**src/rtl/core_cf_arbiter.sv**
```systemverilog
// Control-flow redirect arbiter: merges writeback and execute redirects onto one fetch bus.
// Optional saturating perf counters are built when CORE_CF_ARB_PERF_EN is defined.
module core_cf_arbiter #(
  parameter int XLEN = 64,
  parameter int CW   = 32
) (
  input  logic            g_clk,
  input  logic            g_reset,
  input  logic            wb_req_valid,
  input  logic [XLEN-1:0] wb_req_target,
  output logic            wb_req_ack,
  input  logic            ex_req_valid,
  input  logic [XLEN-1:0] ex_req_target,
  output logic            ex_req_ack,
  output logic            cf_valid,
  input  logic            cf_ack,
  output logic [XLEN-1:0] cf_target,
  output logic            busy,
  output logic [CW-1:0]   perf_wb_cnt,
  output logic [CW-1:0]   perf_ex_cnt,
  output logic [CW-1:0]   perf_sq_cnt
);

  typedef enum logic {IDLE, HOLD} state_t;
  typedef enum logic {SRC_EX, SRC_WB} src_t;

  state_t          state, state_nxt;
  src_t            src, src_nxt;
  logic [XLEN-1:0] buf_target, buf_target_nxt;
  logic            retire;
  logic            squash;

  always_ff @(posedge g_clk or posedge g_reset) begin
    if (g_reset) begin
      state      <= IDLE;
      src        <= SRC_EX;
      buf_target <= '0;
    end else begin
      state      <= state_nxt;
      src        <= src_nxt;
      buf_target <= buf_target_nxt;
    end
  end

  // The buffer is open to new requests when empty or retiring this cycle;
  // otherwise only a writeback may displace a pending execute redirect.
  always_comb begin
    state_nxt      = state;
    src_nxt        = src;
    buf_target_nxt = buf_target;
    wb_req_ack     = 1'b0;
    ex_req_ack     = 1'b0;
    retire         = (state == HOLD) && cf_ack;
    squash         = 1'b0;

    if (!g_reset) begin
      if ((state == IDLE) || retire) begin
        wb_req_ack = wb_req_valid;
        ex_req_ack = ex_req_valid && !wb_req_valid;
      end else if (src == SRC_EX) begin
        wb_req_ack = wb_req_valid;
        squash     = wb_req_valid;
      end
    end

    if (wb_req_ack) begin
      state_nxt      = HOLD;
      src_nxt        = SRC_WB;
      buf_target_nxt = wb_req_target;
    end else if (ex_req_ack) begin
      state_nxt      = HOLD;
      src_nxt        = SRC_EX;
      buf_target_nxt = ex_req_target;
    end else if (retire) begin
      state_nxt = IDLE;
    end
  end

  assign cf_valid  = (state == HOLD);
  assign busy      = cf_valid;
  assign cf_target = buf_target;

`ifdef CORE_CF_ARB_PERF_EN
  logic [CW-1:0] wb_cnt, ex_cnt, sq_cnt;

  // Counters stick at all-ones rather than wrapping.
  always_ff @(posedge g_clk or posedge g_reset) begin
    if (g_reset) begin
      wb_cnt <= '0;
      ex_cnt <= '0;
      sq_cnt <= '0;
    end else begin
      if (retire && (src == SRC_WB) && (wb_cnt != '1)) wb_cnt <= wb_cnt + CW'(1);
      if (retire && (src == SRC_EX) && (ex_cnt != '1)) ex_cnt <= ex_cnt + CW'(1);
      if (squash && (sq_cnt != '1)) sq_cnt <= sq_cnt + CW'(1);
    end
  end

  assign perf_wb_cnt = wb_cnt;
  assign perf_ex_cnt = ex_cnt;
  assign perf_sq_cnt = sq_cnt;
`else
  assign perf_wb_cnt = '0;
  assign perf_ex_cnt = '0;
  assign perf_sq_cnt = '0;
`endif

endmodule
```
**config.mk**
```make
export PLATFORM = sky130hd
export DESIGN_NAME = core_cf_arbiter
export DESIGN_NICKNAME = d
export VERILOG_FILES = /design/src/rtl/core_cf_arbiter.sv
export SDC_FILE = /design/constraint.sdc
export NUM_CORES = 1
export LEC_CHECK = 0
export BUFFER_PORTS_ARGS = -buffer_cell sky130_fd_sc_hd__buf_2
export CAP_MARGIN = 20
export CORE_AREA = 2 2 117 119
export CTS_CLUSTER_DIAMETER = 50
export DETAILED_ROUTE_END_ITERATION = 8
export DIE_AREA = 0 0 119 121
export GPL_TIMING_DRIVEN = 0
export SYNTH_ARGS = -nofsm -noshare
export SYNTH_HDL_FRONTEND = slang
export SYNTH_SLANG_ARGS = --single-unit
```
**constraint.sdc**
```tcl
create_clock -name g_clk -period 2.2 [get_ports g_clk]
set_clock_uncertainty 0.15 [all_clocks]
set_input_delay 0.11 -clock g_clk [delete_from_list [all_inputs] [get_ports g_clk]]
set_output_delay 0.11 -clock g_clk [all_outputs]
set_load 0.03 [all_outputs]
```
======== Word level (Yosys, flattened, before mapping) ========
Index checks and enable logic that the tools add are counted.
word-level totals
  register bits ........................... 66
  bits of input ports ..................... 133
  output and inout port bits .............. 164
  word-level logic and storage cells ...... 22
operators by class
  mux-type cells .......................... 12
  bitwise gates (word level) .............. 1
  reductions and logical operators ........ 6
operators by type and width
  kind                 number
  $mux W64             2
  $mux W1              10
  $reduce_bool A3 Y1   1
  $logic_and A1 B1 Y1  2
  $reduce_bool A2 Y1   1
  $logic_not A1 Y1     1
  $logic_or A1 B1 Y1   1
  $not A1 Y1           1

======== Longest topological paths before layout ========
Gate-level depths: netlist of run 1.
  depth in word-level cells ............... 6
  gate-level depth with buffers ........... 7
  depth with buffers taken out ............ 4

======== Least setup slack after synthesis of run 1 ========
Ideal clock, no wire load.
  kind .................................... input to register
  start point ............................. in g_reset
  end point ............................... reg buf_target[20], in the netlist cf_target[20]
  setup time .............................. 0.122 ns
  arrival time ............................ 2.425 ns
  required time ........................... 1.928 ns
  slack ................................... -0.497 ns
  cell stages on the path ................. 7
  path buffers ............................ 3
  path through ............................ inv_1 > a32oi_2 > buf_4 > buf_6 > buf_6 > nand2_1 > o21ai_2
between the ends
  word-level cells in the longest chain between the ends .. 2
  elaborated cells between the ends (all ways) .. 4
  those cells by class .................... mux: 3; reduce/logical: 1
ends and longest elaborated chain
  item                                                   RTL line  RTL
  start: declaration                                     8         input logic g_reset,
  $mux W1                                                56        if (!g_reset) begin
  $mux W64 / $reduce_bool A2 Y1 (equally long branches)  n/a
  end signal: assignment                                 41        buf_target <= buf_target_nxt;
  end: declaration                                       29        logic [XLEN-1:0] buf_target, buf_target_nxt;
Several ways; a longest one is shown, not always the timed one.
A chain may end at the register's enable or synchronous reset.

======== Worst setup path in the final report of run 1 ========
  start point ............................. in wb_req_valid
  end point ............................... reg buf_target[58], in the netlist cf_target[58]
between the ends
  word-level cells in the longest chain between the ends .. 5
  elaborated cells between the ends (all ways) .. 9
  those cells by class .................... mux: 6; reduce/logical: 3
ends and longest elaborated chain
  item                          RTL line  RTL
  start: declaration            9         input logic wb_req_valid,
  $logic_not A1 Y1              59        ex_req_ack = ex_req_valid && !wb_req_valid;
  $logic_and A1 B1 Y1           59
  $mux W1                       57        if ((state == IDLE) || retire) begin
  $mux W1                       56
  $reduce_bool A2 Y1 (no line)  n/a
Several ways; a longest one is shown, not always the timed one.

==> results of run 1 <==
-- Yosys cell counts --
cell | instances | area [um^2]
sky130_fd_sc_hd__buf_4 | 103 | 773
sky130_fd_sc_hd__nand2_1 | 67 | 251
sky130_fd_sc_hd__dfrtp_1 | 66 | 1650
sky130_fd_sc_hd__mux2i_1 | 64 | 641
sky130_fd_sc_hd__o21ai_1 | 29 | 145
sky130_fd_sc_hd__o21ai_0 | 27 | 135
sky130_fd_sc_hd__o21ai_2 | 9 | 78.8
sky130_fd_sc_hd__buf_2 | 8 | 40.0
sky130_fd_sc_hd__buf_6 | 3 | 33.8
sky130_fd_sc_hd__inv_1 | 3 | 11.3
sky130_fd_sc_hd__clkbuf_1 | 2 | 7.51
sky130_fd_sc_hd__clkbuf_2 | 2 | 10.0
sky130_fd_sc_hd__a32oi_2 | 1 | 16.3
sky130_fd_sc_hd__conb_1 | 1 | 3.75
sky130_fd_sc_hd__nand2b_1 | 1 | 6.26
sky130_fd_sc_hd__nand3b_1 | 1 | 7.51
sky130_fd_sc_hd__nor2b_2 | 1 | 8.76
sky130_fd_sc_hd__nor3_1 | 1 | 5.00
-- routing by layer --
layer	wire [um]	global-route usage, %	vias to the layer above
li1	-	-	1974
met1	4820	19.0	1863
met2	7140	34.1	178
met3	757	4.28	31
met4	361	7.14	0
met5	0	0	-
-- critical path: cells and delay by family --
kind | cells | cell delay, ns
buffers and inverters | 4 | 1.42
multiplexers | 1 | 0.21
AND/OR/NAND/NOR | 2 | 0.26
AO/OA/AOI/OAI | 1 | 0.07
-- kinds of logic after synthesis --
logic type	count (synthesis)	synth area share, %
buf+inv	121	22.9
simple gates	71	7.29
compound gates	66	9.81
flops	66	43.2
mux	64	16.7
other cells	1	0.0980
-- layout make-up --
cell class | instances | area, um^2
clock buffers | 11 | 253
well taps | 176 | 220
flip-flops and latches | 66 | 1650
plain buffers | 118 | 876
repair buffers | 333 | 2350
clock inverters | 3 | 40.0
fillers | 1154 | 6020
inverters | 3 | 15.0
multi-input cells | 297 | 1660
-- report_power, final --
part           internal (uW)  switching [uW]  leakage [uW]
Clock                    922             503      0.000147
Sequential              1460             128      0.000807
Combinational            739            1220       0.00313
Total                   3120            1860       0.00408
-- state kept, by name, indices dropped and copies added, names as in the netlist --
signal	count
src	1
busy	1
cf_target	64
-- path summary, 6_finish.rpt --
| path | depth (start not counted) | end | slack, ns |
|---|---|---|---|
| max | 8 | cf_target[58] | 0.16 |
| max reg2reg | 6 | cf_target[58] | 0.20 |
| min reg2reg | 2 | cf_target[16] | 0.32 |
| min in group asynchronous | 4 | cf_target[43] | 0.32 |
| min | 4 | src | 0.05 |
| max in group asynchronous | 4 | busy | 1.39 |
-- repair_timing --
| action | in CTS | in global routing |
|---|---|---|
| hold endpoints to repair | 97 | 0 |
| hold buffers | 132 | 0 |
| setup endpoints to repair | 0 | 7 |
| gates resized for setup | 0 | 5 |
-- stage by stage --
| stage | setup TNS [ns] | instance area [um^2] | hold WS, ns | worst slack (ns) |
|---|---|---|---|---|
| final | 0 | 7070 | 0.0514 | 0.159 |
| after detailed placement | -11.84 | 5430 | 0.166 | -0.234 |
| after global placement | -56.11 | 5410 | 0.238 | -0.914 |
| after CTS | 0 | 7060 | 0.0433 | 0.0253 |
| after global routing | 0 | 7070 | 0.0591 | 0.0488 |
| after floorplan | -1.63 | 4190 | 0.112 | -0.0575 |
==> results.rst, run 1 <==
.. list-table::
   :header-rows: 1

   * - Metric
     - Value
   * - Period utilization
     - ~90%
   * - Number of global-route vias before repair
     - ~4.3k
   * - Worst-path maximum fanout
     - 10
   * - Layout Cells excl Fill
     - 1,007
   * - # diodes
     - 0
   * - Most frequent cell on the critical path
     - sky130_fd_sc_hd__dlygate4sd3_1
   * - Kind of end point of the critical path
     - flop
   * - Post-route core utilization
     - 54.0%
   * - Clock transition at the registers of the reported paths
     - 0.05 ns
   * - Grt ovf
     - 0
   * - Sum of net half-perimeters after detailed placement
     - around 8400 um
   * - Placeable core region
     - 13,100 um^2
   * - IO Pins
     - 297
   * - Peak clock frequency supported by timing
     - between 400 and 500 MHz
   * - Arrival time reported for the critical path endpoint
     - 2.08 ns
   * - Element type at the critical path start
     - primary input
   * - Number of nets still failing antenna checks after routing
     - 0
   * - Post-layout power
     - approximately 5000 uW
   * - Routed length per instance
     - between 10 and 15 um
   * - Initial antenna violation count
     - 0
   * - Largest buffer count on any clock path
     - 2
   * - WL final
     - ~13,000 um
   * - Most frequent cells in the layout
     - sky130_fd_sc_hd__buf_2 (207), sky130_fd_sc_hd__dlygate4sd3_1 (131), sky130_fd_sc_hd__buf_4 (103), sky130_fd_sc_hd__conb_1 (96), sky130_fd_sc_hd__nand2_1 (66)
   * - Origin of the worst setup path
     - wb_req_valid
   * - Leading cell type in the layout, fill and taps excluded
     - sky130_fd_sc_hd__buf_2
   * - #FFs+latches synth
     - 66
   * - Worst Path Class, Setup
     - primary input to flop
   * - Total track usage
     - between 10% and 20%
   * - Die ar.
     - 14,400 um^2
   * - Net count reported at finish
     - 961
   * - # DRC
     - 0
   * - Final Hold Vio Count
     - 0
   * - Area growth syn-to-layout
     - 84.7%
   * - Die extent in y
     - between 100 and 150 um
   * - Die boundary width
     - 119 um
   * - Slowest stage cell on the critical path
     - sky130_fd_sc_hd__dlygate4sd3_1
   * - Reg-to-reg startpoint
     - busy
   * - Leakage
     - 0.00408 uW
   * - First-pass GRT wire length
     - between 20,000 and 25,000 um
   * - Clock tree from TritonCTS
     - done
   * - Unrepaired setup endpoints after global routing
     - no
   * - Number of instances in the synthesized netlist
     - 389
   * - Worst ir drop on vdd
     - 0.000352 V
   * - Hold WC Path Type
     - primary input to flop
   * - Peak per-stage delay on the critical path
     - around 0.57 ns
   * - Root buffer cell
     - sky130_fd_sc_hd__clkbuf_16
   * - Number of clock sinks seen by CTS
     - 66
   * - Setup violation total in the final timing report
     - 0
   * - Distinct cells, synth
     - 18
   * - Final slew viol count
     - 0
   * - Power density over the cells
     - approximately 700 nW/um^2
   * - TritonCTS Buffers
     - 9
   * - Drt pass-1 iters
     - 4
   * - Via density per instance
     - 4.02
   * - Initial core utilization
     - between 20 and 30%
   * - Worst endpoint required time
     - 2.24 ns
   * - Hold path startpoint
     - ex_req_valid
   * - Routability Congestion
     - between 0.7 and 0.8
   * - Max-cap violations
     - 0
   * - Mean Syn Cell Area
     - 9.84 um^2
   * - Number of vias after detailed routing
     - between 4k and 5k
   * - Post-synthesis sequential area ratio
     - roughly 43%
   * - Number of placement rows
     - 42
   * - Total instance count after detailed placement
     - between 800 and 900
   * - Share of layout cells above drive strength 1
     - a little over two fifths
   * - Outcome
     - complete, no violations
   * - Total standard cell area after synthesis
     - ~3800 um^2
   * - Number of port buffers
     - 200
   * - Yosys synthesis warning count
     - 0
   * - CP cell instances
     - dlygate4sd3_1 > buf_2 > nor2b_2 > nand2_2 > buf_6 > mux2i_1 > dlygate4sd3_1 > o21ai_0
   * - Htree depth
     - 3
   * - Pin count of the biggest net entering global routing
     - 36
   * - Number of buffers inserted by post-CTS setup repair
     - 0
   * - Minimum period implied by the final worst setup slack
     - ~2.0 ns
   * - Starting DRC count in detailed routing
     - slightly below 100
   * - Worst skew pair latency
     - approximately 0.32 ns
Power figures use the tool's default switching activity.
==> run 2: changes to the inputs <==
--- a/config.mk
+++ b/config.mk
@@ -7,11 +7,14 @@
 export LEC_CHECK = 0
 export BUFFER_PORTS_ARGS = -buffer_cell sky130_fd_sc_hd__buf_2
 export CAP_MARGIN = 20
-export CORE_AREA = 2 2 117 119
+export CELL_PAD_IN_SITES_DETAIL_PLACEMENT = 0
+export CELL_PAD_IN_SITES_GLOBAL_PLACEMENT = 2
+export CORE_MARGIN = 2
+export CORE_UTILIZATION = 19
 export CTS_CLUSTER_DIAMETER = 50
 export DETAILED_ROUTE_END_ITERATION = 8
-export DIE_AREA = 0 0 119 121
 export GPL_TIMING_DRIVEN = 0
+export PLACE_DENSITY_LB_ADDON = 0.1
 export SYNTH_ARGS = -nofsm -noshare
 export SYNTH_HDL_FRONTEND = slang
 export SYNTH_SLANG_ARGS = --single-unit
==> constraint.sdc (replaced) <==
create_clock -name g_clk -period 1.69 [get_ports g_clk]
set_clock_uncertainty 0.15 [all_clocks]
set_input_delay 0.0845 -clock g_clk [delete_from_list [all_inputs] [get_ports g_clk]]
set_output_delay 0.0845 -clock g_clk [all_outputs]
set_load 0.03 [all_outputs]
==> run 2 against run 1 <==
Sequential share of layout area fell by 0.99 points; combinational power is 36% higher; global-route usage shrank 5.3 points; non-clock buffer count rose by 7; utilization shrank 16 points; first-iteration DRC count down 42%; clock power up 19%; design area is 4.3% higher; via count decreased by 2.6%; worst setup slack worse by 0.11 ns; register-to-register slack got worse by 0.13 ns; largest power group unchanged.
==> results.rst, run 2 (same netlist as run 1, synthesis figures left out) <==
.. list-table::
   :header-rows: 1

   * - Metric
     - Value
   * - CP top delay family
     - buffers and inverters
   * - Largest buffer count on any clock path
     - 2 (unchanged)
   * - Unrepaired setup endpoints after global routing
     - yes
   * - TritonCTS Buffers
     - 9 (unchanged)
   * - Number of port buffers
     - 200 (unchanged)
   * - Clock transition at the registers of the reported paths
     - 0.05 ns (about the same)
   * - Initial antenna violation count
     - 1 (+1)
   * - Worst ir drop on vdd
     - 0.000369 V (+4.9%)
   * - Post-layout power
     - 6400 uW (+29%)
   * - Minimum period implied by the final worst setup slack
     - 1.65 ns
   * - Grt ovf
     - 0 (unchanged)
   * - Slowest stage cell on the critical path
     - sky130_fd_sc_hd__dfrtp_1
   * - Max reg flops
     - 64 (unchanged)
   * - Pin count of the biggest net entering global routing
     - 39 (+8.3%)
   * - Most frequent cells in the layout
     - sky130_fd_sc_hd__buf_2 (200), sky130_fd_sc_hd__dlygate4sd3_1 (133), sky130_fd_sc_hd__buf_4 (106), sky130_fd_sc_hd__conb_1 (96), sky130_fd_sc_hd__dfrtp_1 (66)
   * - Number of vias after detailed routing
     - 3,941 (-2.6%)
   * - Most frequent cell on the critical path
     - sky130_fd_sc_hd__buf_12
   * - Peak per-stage delay on the critical path
     - 0.40 ns (-0.17 ns)
   * - Leakage
     - 0.00407 uW (-0.41%)
   * - Power density over the cells
     - 869 nW/um^2 (+23%)
   * - Routed length per instance
     - 12.3 um (-5.2%)
   * - Hold WC Path Type
     - primary input to flop
   * - Period utilization
     - between 90% and 100%
   * - Layout filler cell count
     - 2,005 (+74%)
   * - Number of placement rows
     - 51 (+21%)
   * - Area growth syn-to-layout
     - 92.7%
   * - Number of global-route vias before repair
     - 4,107 (-4.6%)
   * - Sum of net half-perimeters after detailed placement
     - 9780 um (+17%)
   * - Die extent in y
     - 146 um (+21%)
   * - Final setup TNS
     - 0 ns (unchanged)
   * - WP buf/inv
     - 4 (unchanged)
   * - Worst skew pair latency
     - 0.33 ns (about the same)
   * - Measured slew at the worst slew-check pin
     - 0.759 ns
   * - Final slew viol count
     - 0 (unchanged)
   * - Via density per instance
     - 3.56 (-11%)
   * - Peak clock frequency supported by timing
     - between 600 and 700 MHz
   * - Placeable core region
     - 19,600 um^2 (+50%)
   * - Worst Path Class, Setup
     - flop to output pin
   * - Outcome
     - complete, no violations
   * - Share of layout cells above drive strength 1
     - 44.2% (+2.6 points)
   * - Starting DRC count in detailed routing
     - 57 (-42%)
   * - Die boundary width
     - 146 um (+23%)
   * - Max-cap violations
     - 0 (unchanged)
   * - Total track usage
     - 12.6% (-5.3 points)
   * - Clock tree from TritonCTS
     - done
   * - WL final
     - 13,600 um (+4.2%)
   * - Die ar.
     - 21,300 um^2 (+48%)
   * - Worst-path maximum fanout
     - 5 (-5)
   * - Root buffer cell
     - sky130_fd_sc_hd__clkbuf_16
   * - Htree depth
     - 3 (unchanged)
   * - First-pass GRT wire length
     - 21,100 um (+2.2%)
   * - Initial core utilization
     - 19.5% (-9.7 points)
   * - Drt pass-1 iters
     - 4 (unchanged)
   * - Number of nets still failing antenna checks after routing
     - 0 (unchanged)
   * - Net count reported at finish
     - 969 (+0.83%)
   * - Relative slew slack
     - about half
   * - Worst hold margin
     - 0.0241 ns (-0.0273 ns)
   * - Leading cell type in the layout, fill and taps excluded
     - sky130_fd_sc_hd__buf_2
   * - Worst endpoint required time
     - 1.46 ns (-0.78 ns)
   * - Routability Congestion
     - 0.727 (-0.42%)
   * - Setup violation total in the final timing report
     - 0 (unchanged)
   * - Number of clock sinks seen by CTS
     - 66 (unchanged)
   * - Element type at the critical path start
     - flop
   * - Kind of end point of the critical path
     - output pin
   * - Arrival time reported for the critical path endpoint
     - 1.41 ns (-0.67 ns)
   * - IO Pins
     - 297 (unchanged)
   * - CP cell instances
     - nand3b_1 > nand2_2 > buf_12 > buf_12 > clkinv_4 > buf_6
   * - # DRC
     - 0 (unchanged)
   * - Final Hold Vio Count
     - 0 (unchanged)
==> run 2: cell types whose count changed in the layout (fill, tap and decap cells not counted), sizes merged <==
cell | before | now
buf | 316 | 317
bufinv | 1 | 0
clkbuf | 15 | 21
clkinv | 2 | 4
clkinvlp | 1 | 2
diode | 0 | 1
dlygate4sd3 | 131 | 133
inv | 2 | 1
==> run 2: worst min-delay path: cells and delay by family <==
kind	cells	cell delay, ns
compound gates	1	0.16
buf+inv	1	0.15
simple gates	1	0.07
==> run 2: timing repair <==
action / CTS / global route
hold buffers: 133 / 0
gates cloned: 1 / 0
setup buffers: 5 / 2
hold endpoints to repair: 94 / 0
gates resized for setup: 13 / 38
setup endpoints to repair: 66 / 64
pin swaps: 2 / 3
==> run 2: final timing paths <==
check	from	endpoint	slack, ns	cells past startpoint
hold / removal	g_reset	src	0.02	3
max in group asynchronous	g_reset	cf_target[3]	0.64	3
setup reg to reg	busy	cf_target[22]	0.07	7
hold reg to reg	cf_target[16]	cf_target[16]	0.32	2
setup / recovery	busy	wb_req_ack	0.04	6
min in group asynchronous	g_reset	src	0.31	4
==> run 2: cell type report <==
cell class	count	area, um^2	share of cell area (%)
Timing Repair Buffer	341	2410	32.8
Multi-Input combinational cell	297	1750	23.8
Antenna cell	1	2.50	0.0339
Clock buffer	13	250	3.39
Inverter	3	20.0	0.272
Timing Repair inverter	1	5.00	0.0679
Tap cell	265	332	4.50
Sequential cell	66	1650	22.4
Clock inverter	3	15.0	0.204
Buffer	117	928	12.6
==> run 2: where the power goes <==
group          leakage (uW)  internal, uW  switching, uW
Combinational       0.00312          1020           1650
Sequential         0.000808          1890            149
Clock              0.000133          1030            670
==> run 2: metal layers <==
metal / GRT usage [%] / routed length, um
met1: 13.9 / 5420
met4: 4.66 / 196
met3: 3.29 / 1050
met5: 0 / 0
met2: 23.2 / 6980
==> run 2: stage by stage <==
step	instances	area, um^2	util (%)	setup WS [ns]
3_5_place_dp	950	5550	28.3	-0.702
3_3_place_gp	949	5530	28.2	-1.54
5_1_grt	1107	7370	37.6	-0.0489
6_report	1107	7370	37.6	0.0443
4_1_cts	1105	7230	36.9	0.00146
2_1_floorplan	484	4200	-	-0.542
